### config.mk
export PLATFORM = sky130hd
export DESIGN_NAME = uart_tx_param
export DESIGN_NICKNAME = d
export VERILOG_FILES = /design/src/rtl/uart_tx_param.sv
export SDC_FILE = /design/constraint.sdc
export NUM_CORES = 1
export LEC_CHECK = 0
export CAP_MARGIN = 10
export CORE_MARGIN = 2
export CORE_UTILIZATION = 40
export DETAILED_ROUTE_END_ITERATION = 12
export MAX_ROUTING_LAYER = met4
export PLACE_DENSITY = 0.7
export SLEW_MARGIN = 0
export SYNTH_ARGS = -nofsm -noshare
export SYNTH_HDL_FRONTEND = slang
export SYNTH_SLANG_ARGS = --single-unit
### constraint.sdc
create_clock -name clk -period 2.55 [get_ports clk]
set_clock_uncertainty 0.05 [all_clocks]
set_input_delay 0.51 -clock clk [delete_from_list [all_inputs] [get_ports clk]]
set_output_delay 0.51 -clock clk [all_outputs]
set_load 0.02 [all_outputs]
### src/rtl/uart_tx_param.sv
// Parametrised UART transmitter: start bit, DATA_BITS data bits LSB first, optional parity, STOP_BITS stop bits.
// Define UART_TX_PARITY_EN to build the parity bit (even when PARITY_ODD=0, odd when PARITY_ODD=1).

// state    | meaning
// S_IDLE   | line high, waiting for a rising edge on send
// S_START  | start bit (low) for one bit period
// S_DATA   | data bit latch[cnt], LSB first
// S_PARITY | parity over the latched bits (UART_TX_PARITY_EN only)
// S_STOP   | stop bit(s), line high, STOP_BITS bit periods
module uart_tx_param #(
   parameter int CLK_DIV    = 16,
   parameter int DATA_BITS  = 8,
   parameter int STOP_BITS  = 1,
   parameter int PARITY_ODD = 0
) (
   input  logic                               clk,
   input  logic                               rst,
   input  logic                               send,
   input  logic [DATA_BITS-1:0]               data,
   output logic                               txd,
   output logic                               busy,
   output logic [2:0]                         state_test,
   output logic [$clog2(DATA_BITS+1)-1:0]     cnt_test
);

   localparam int BW = $clog2(CLK_DIV);
   localparam int CW = $clog2(DATA_BITS+1);

`ifdef UART_TX_PARITY_EN
   typedef enum logic [2:0] {
      S_IDLE = 3'd0, S_START = 3'd1, S_DATA = 3'd2, S_PARITY = 3'd3, S_STOP = 3'd4
   } state_t;
`else
   typedef enum logic [2:0] {
      S_IDLE = 3'd0, S_START = 3'd1, S_DATA = 3'd2, S_STOP = 3'd4
   } state_t;
`endif

   if (CLK_DIV < 2 || DATA_BITS < 5 || DATA_BITS > 9 || (STOP_BITS != 1 && STOP_BITS != 2) ||
       (PARITY_ODD != 0 && PARITY_ODD != 1)) begin : g_bad_param
      $error("uart_tx_param: illegal parameter set");
   end

   state_t                state, state_n;
   logic [BW-1:0]         baud, baud_n;
   logic [CW-1:0]         cnt, cnt_n;
   logic                  stop_idx, stop_n;
   logic [DATA_BITS-1:0]  latch, latch_n;
   logic [DATA_BITS-1:0]  shifted;
   logic                  send_q;
   logic                  start_req;
   logic                  bit_end;
   logic                  txd_n;

   assign start_req  = send & ~send_q;
   assign state_test = state;
   assign cnt_test   = cnt;

   // send_q resets high so a send held through reset needs a fresh low-to-high edge
   always_ff @(posedge clk or posedge rst) begin
      if (rst) begin
         state    <= S_IDLE;
         baud     <= '0;
         cnt      <= '0;
         stop_idx <= 1'b0;
         latch    <= '0;
         send_q   <= 1'b1;
         txd      <= 1'b1;
         busy     <= 1'b0;
      end else begin
         state    <= state_n;
         baud     <= baud_n;
         cnt      <= cnt_n;
         stop_idx <= stop_n;
         latch    <= latch_n;
         send_q   <= send;
         txd      <= txd_n;
         busy     <= (state_n != S_IDLE);
      end
   end

   always_comb begin
      state_n = state;
      baud_n  = baud;
      cnt_n   = cnt;
      stop_n  = stop_idx;
      latch_n = latch;
      bit_end = (baud == BW'(CLK_DIV-1));
      if (state != S_IDLE) baud_n = bit_end ? '0 : baud + 1'b1;
      case (state)
         S_IDLE: begin
            if (start_req) begin
               state_n = S_START;
               latch_n = data;
            end
         end
         S_START: begin
            if (bit_end) begin
               state_n = S_DATA;
               cnt_n   = '0;
            end
         end
         S_DATA: begin
            if (bit_end) begin
               if (cnt == CW'(DATA_BITS-1)) begin
                  cnt_n  = '0;
                  stop_n = 1'b0;
`ifdef UART_TX_PARITY_EN
                  state_n = S_PARITY;
`else
                  state_n = S_STOP;
`endif
               end else begin
                  cnt_n = cnt + 1'b1;
               end
            end
         end
`ifdef UART_TX_PARITY_EN
         S_PARITY: begin
            if (bit_end) begin
               state_n = S_STOP;
               stop_n  = 1'b0;
            end
         end
`endif
         S_STOP: begin
            if (bit_end) begin
               if (stop_idx == 1'(STOP_BITS-1)) begin
                  state_n = S_IDLE;
                  stop_n  = 1'b0;
               end else begin
                  stop_n = 1'b1;
               end
            end
         end
         default: state_n = S_IDLE;
      endcase

      // txd is registered from the next-state view so each line level comes straight from a flop
      shifted = latch_n >> cnt_n;
      case (state_n)
         S_START:  txd_n = 1'b0;
         S_DATA:   txd_n = shifted[0];
`ifdef UART_TX_PARITY_EN
         S_PARITY: txd_n = (^latch_n) ^ (PARITY_ODD != 0);
`endif
         default:  txd_n = 1'b1;
      endcase
   end

endmodule
Yosys cells after proc, flatten, opt, wreduce, memory -nomap -nowiden
Cells that the tools add are included.
{"block": "totals", "register_bits": 23, "input_bits": 11}
{"block": "op_classes", "bitwise": 2, "addsub": 2, "n_mux": 20, "n_reduce_logical": 5, "shifts": 1, "n_eq_ne": 10}
{"op": "$mux W3", "count": 6}
{"op": "$mux W4", "count": 4}
{"op": "$mux W8", "count": 2}
{"op": "$pmux W3 S4", "count": 1}
{"op": "$add A4 B1 Y4 const B", "count": 2}
{"op": "$pmux W4 S2", "count": 1}
{"op": "$shr A8 B4 Y1", "count": 1}
{"op": "$eq A3 B1 Y1 const B", "count": 2}
{"op": "$eq A3 B2 Y1 const B", "count": 2}
{"op": "$ne A2 B2 Y1 const B", "count": 3}
{"op": "$reduce_bool A3 Y1", "count": 2}
{"op": "$eq A4 B3 Y1 const B", "count": 1}
{"op": "$eq A4 B4 Y1 const B", "count": 1}
{"op": "$mux W1", "count": 4}
{"op": "$pmux W1 S2", "count": 2}
{"op": "$reduce_and A4 Y1", "count": 1}
{"op": "$eq A3 B3 Y1 const B", "count": 1}
{"op": "$logic_not A3 Y1", "count": 1}
{"op": "$reduce_bool A2 Y1", "count": 1}
{"op": "$and A1 B1 Y1", "count": 1}
{"op": "$not A1 Y1", "count": 1}

Longest topological paths before layout
Gate-level depths: netlist of the first run.
{"block": "depth", "ltp_word": 6, "ltp_mapped": 8}

Worst setup path after synthesis of the first run
Ideal clock, no wire load.
{"block": "synth_timing", "path_kind": "reg-to-reg", "start": "reg state[0], in the netlist state_test[0]", "end": "reg txd", "arrival_time_ps": 1895, "path_buffers": 1, "required_ps": 2403, "setup_ps": 97, "period_less_slack_ps": 2042, "setup_slack_ps": 508, "path_stages_with_launch": 9, "cell_sequence": "dfrtp_1 -> buf_6 -> or3b_1 -> nor2_2 -> or4b_1 -> nand2_1 -> a31oi_1 -> o211ai_1 -> a21oi_1"}
{"block": "synth_between", "elab_cells_between_ends": 17, "cone_classes": "eq/ne (5); shift (1); mux (10); reduce/logical (1)"}
{"element": "start: declaration", "line": "44", "rtl": "state_t state, state_n;"}
{"element": "start signal: assignment", "line": "71", "rtl": "state <= state_n;"}
{"element": "$eq A3 B2 Y1 / $eq A3 B1 Y1 (equally long branches)", "line": "90", "rtl": "case (state)"}
{"element": "$pmux W4 S2 (*)", "line": "90"}
{"element": "named net cnt_n[3]", "line": "46", "rtl": "logic [CW-1:0] cnt, cnt_n;"}
{"element": "$shr A8 B4 Y1 (*)", "line": "140", "rtl": "shifted = latch_n >> cnt_n;"}
{"element": "$pmux W1 S2 (*)", "line": "141", "rtl": "case (state_n)"}
{"element": "named net txd_n", "line": "53", "rtl": "logic txd_n;"}
{"element": "end signal: assignment", "line": "77", "rtl": "txd <= txd_n;"}
{"element": "end: declaration", "line": "20", "rtl": "output logic txd,"}
Mark *: on every way through the listed nets, which the timed path passes. The rest lies on a longest branch.
A chain may end at the register's enable or synchronous reset.

Final worst setup path of the first run
{"block": "layout_timing", "start": "reg state[1], in the netlist state_test[1]", "end": "reg txd"}
The elaborated chain is that of the path after synthesis.

==> flow_summary.yaml, run 1 <==
setup_path:
  cp_data_arrival_time_ns: 2.43
  cp-start-kind: "register"
  r2r_setup_slack_ns: 0.30
  critPathMaxFanout: 12
  required_ns: 2.73
  slowest_delay_ns: 0.61
  cp-end-kind: "register"
  crit_chain: "or3b_1 -> nor2_2 -> nand2_1 -> o21ai_0 -> a31oi_1 -> o211ai_1 -> a21oi_1"
  cpMaxStageDelayCell: "dfrtp_1"
  path_class: "reg -> reg"
global_routing:
  grt_max_degree: 23
  grt_overflow: 0
  met3_usage_pct: 1.38
  grtUsageMet2_pct: 22.4
  grt_pass1_wl_um: 3360
  track_usage_pct: 13.6
  use_met1_pct: 16.5
  grt_pass1_vias: 783
  antenna_found_initial: 0
  grt.busiest_layer: "met2"
floorplan:
  core_um2: 2690
  die_w_um: 56.5
  dieHeight_um: 56.5
  die_area_um2: 3190
  num_rows: 19
  io_pins: 20
  start_util_pct: 41.0
synthesis:
  synth_edf_count: 0
  syn-num-nets: 108
  synth_warnings: 0
  syn-cell-area_um2: 1100
  ys_seq_area_share_pct: 50.2
  ys_seq_elements: 22
  yosysTopAreaCellShare_pct: 45.5
  synth.distinct_cells: 36
  synthCells: 95
  ys.flop_type: "dfrtp_1"
  async_flop_share_pct: 100
  synth_area_leaders: "dfrtp_1 (45%), mux2_2 (8.2%), dfstp_2 (4.8%), mux2i_1 (4.5%), nand2_1 (3.1%)"
  synth_area_leader_cell: "dfrtp_1"
  avgSynthCellArea_um2: 11.6
clock_network:
  cts_made_buffers: 3
  cts_hold_buf: 0
  worstSkewPairLatency_ns: 0.30
  clockBufferDepth: 2
  cts_root_buf: "clkbuf_4"
  clock-sinks: 22
  post_cts_buffers: 0
  cts.clk_slew.worst_paths_ns: 0.12
  cts_tree: "yes"
  htreeDepth: 1
  cts.repair.resized: 0
finish:
  drive_above_1_share_pct: 20.5
  final_area_um2: 1370
  area_growth_pct: 24.2
  nets: 131
  antenna-diode-count: 0
  fin_util_pct: 50.9
  num-fill-cells: 248
detailed_routing:
  drtPass1Iterations: 3
  routed_wl_um: 1980
  drc: 0
  drtAntennaViolNets: 0
  drt_iter0_drc: 13
  detail_route.wl_per_cell_um: 13.3
  viasPerCell: 5.26
  route.vias.total: 778
placed_design:
  io_buffer_count: 19
  dpl.hpwl_um: 1490
  place.gp.congestion: 0.726
  place_ws_ns: 0.320
  postPlaceCellArea_um2: 1320
timing:
  relSlewSlack_pct: 61.7
  finalWorstSetupSlack_ns: 0.304
  max_freq_mhz: 445
  finalMaxSlewViolations: 0
  tightest_slew_ns: 0.568
  finalCriticalPeriod_ns: 2.25
  finalSetupViolations: 0
  grt_setup_unrepaired: "false"
  fin_crit_sh_pct: 88.1
  timing.setup.tns_ns: 0
  finalHoldViolCount: 0
power_and_ir_drop:
  power_switching_w: 0.000112
  leakage_nw: 0.586
  pwr-share-clk_pct: 41.2
  switching_share_pct: 17.6
  intPower_w: 0.000524
  power_frac_seq_pct: 55.1
  pwr-share-comb_pct: 3.7
  p_per_area_nw_per_um2: 465
  peakVddDrop_mv: 0.582
outcome:
  outcome: "finished clean"
job:
  maxCapViolCount: 0
worst_hold_path:
  hp-class: "reg -> reg"
final timing paths:
path | cells after the start | start | endpoint
max in group asynchronous | 3 | rst | send_q$_DFF_PP1_
worst max register to register | 7 | state_test[1]$_DFF_PP0_ | txd$_DFF_PP1_
worst min-delay path | 1 | latch[5]$_DFF_PP0_ | latch[5]$_DFF_PP0_
worst min register to register | 1 | latch[5]$_DFF_PP0_ | latch[5]$_DFF_PP0_
worst max-delay path | 7 | state_test[1]$_DFF_PP0_ | txd$_DFF_PP1_
min in group asynchronous | 3 | rst | state_test[1]$_DFF_PP0_
logic make-up after synthesis:
| group | count (synthesis) | synth area share [%] |
|---|---|---|
| adder cells (fa/ha/maj) | 2 | 2.27 |
| AND/OR/NAND/NOR | 34 | 18.2 |
| multiplexers | 13 | 12.7 |
| flip-flops | 22 | 50.2 |
| XOR/XNOR | 1 | 0.796 |
| AO/OA/AOI/OAI | 17 | 12.4 |
| buffers and inverters | 6 | 3.41 |
cells in the final DEF, fill, tap and decap left out, types with 3 or more instances in the layout:
cell type        synthesis  final
clkbuf_4                 0      3
clkdlybuf4s50_1          0     19
dfrtp_1                 20     20
inv_1                    4      4
mux2_2                   8      8
mux2i_1                  5      5
nand2_1                  9      9
nand3_1                  4      4
nor2_1                   5      5
nor2b_1                  3      3
o21ai_0                  5      5
power by group through the flow:
stage               Sequential (W)  Combinational, W  Clock, W
CTS                       0.000351         0.0000244  0.000270
global placement          0.000357         0.0000240         0
global route              0.000351         0.0000260  0.000283
floorplan                 0.000357        0.00000571         0
detailed placement        0.000357         0.0000243         0
finish                    0.000350         0.0000237  0.000262
sequential cells by signal, summed over array words and instances, names as in the netlist:
register and count:
baud 4, cnt_test 4, state_test 3, latch 8, busy 1, txd 1
send_q 1
per-stage QoR:
stage | power (W) | hold slack, ns | instances
2_1_floorplan | 0.000363 | 0.420 | 95
3_3_place_gp | 0.000381 | 0.428 | 144
3_5_place_dp | 0.000381 | 0.436 | 144
4_1_cts | 0.000645 | 0.465 | 148
5_1_grt | 0.000659 | 0.485 | 148
6_report | 0.000636 | 0.460 | 148
Yosys cell counts (2+ instances only):
master	number
buf_6	2
nand3_1	4
mux2i_1	5
ha_1	2
nand2_1	9
dfrtp_1	20
o21ai_0	5
nor2_1	5
nor2b_1	3
a21oi_1	2
mux2_2	8
or3_1	2
inv_1	4
dfstp_2	2
metal layers:
layer,share of wire [%],wire [um]
met2,49,964
met3,2.0,40
met4,1.6,31
met5,0,0
met1,47,937
area by class of cell:
class / count / area [um^2] / area share (%)
well taps: 31 / 38.8 / 2.84
multi-input cells: 67 / 510 / 37.3
clock buffers: 3 / 22.5 / 1.65
flip-flops and latches: 22 / 553 / 40.4
repair buffers: 20 / 198 / 14.5
inverters: 4 / 15.0 / 1.10
clock inverters: 1 / 30.0 / 2.20
critical path, delay by kind of cell (launching register included):
family | cells | cell delay (ns)
AND/OR/NAND/NOR | 3 | 0.68
AO/OA/AOI/OAI | 4 | 0.84
flip-flops | 1 | 0.61
Power figures use the tool's default switching activity.
==> run 2, diff against run 1 <==
Settings changed: SKIP_LAST_GASP from default to 1.
==> results of run 2 <==
No change in the layout: final DEF, timing and power equal those of run 1.
==> run 3, diff against run 2 <==
Settings changed: SLEW_MARGIN 0 to default.
==> results of run 3 <==
No change in the layout: final DEF, timing and power equal those of run 1.
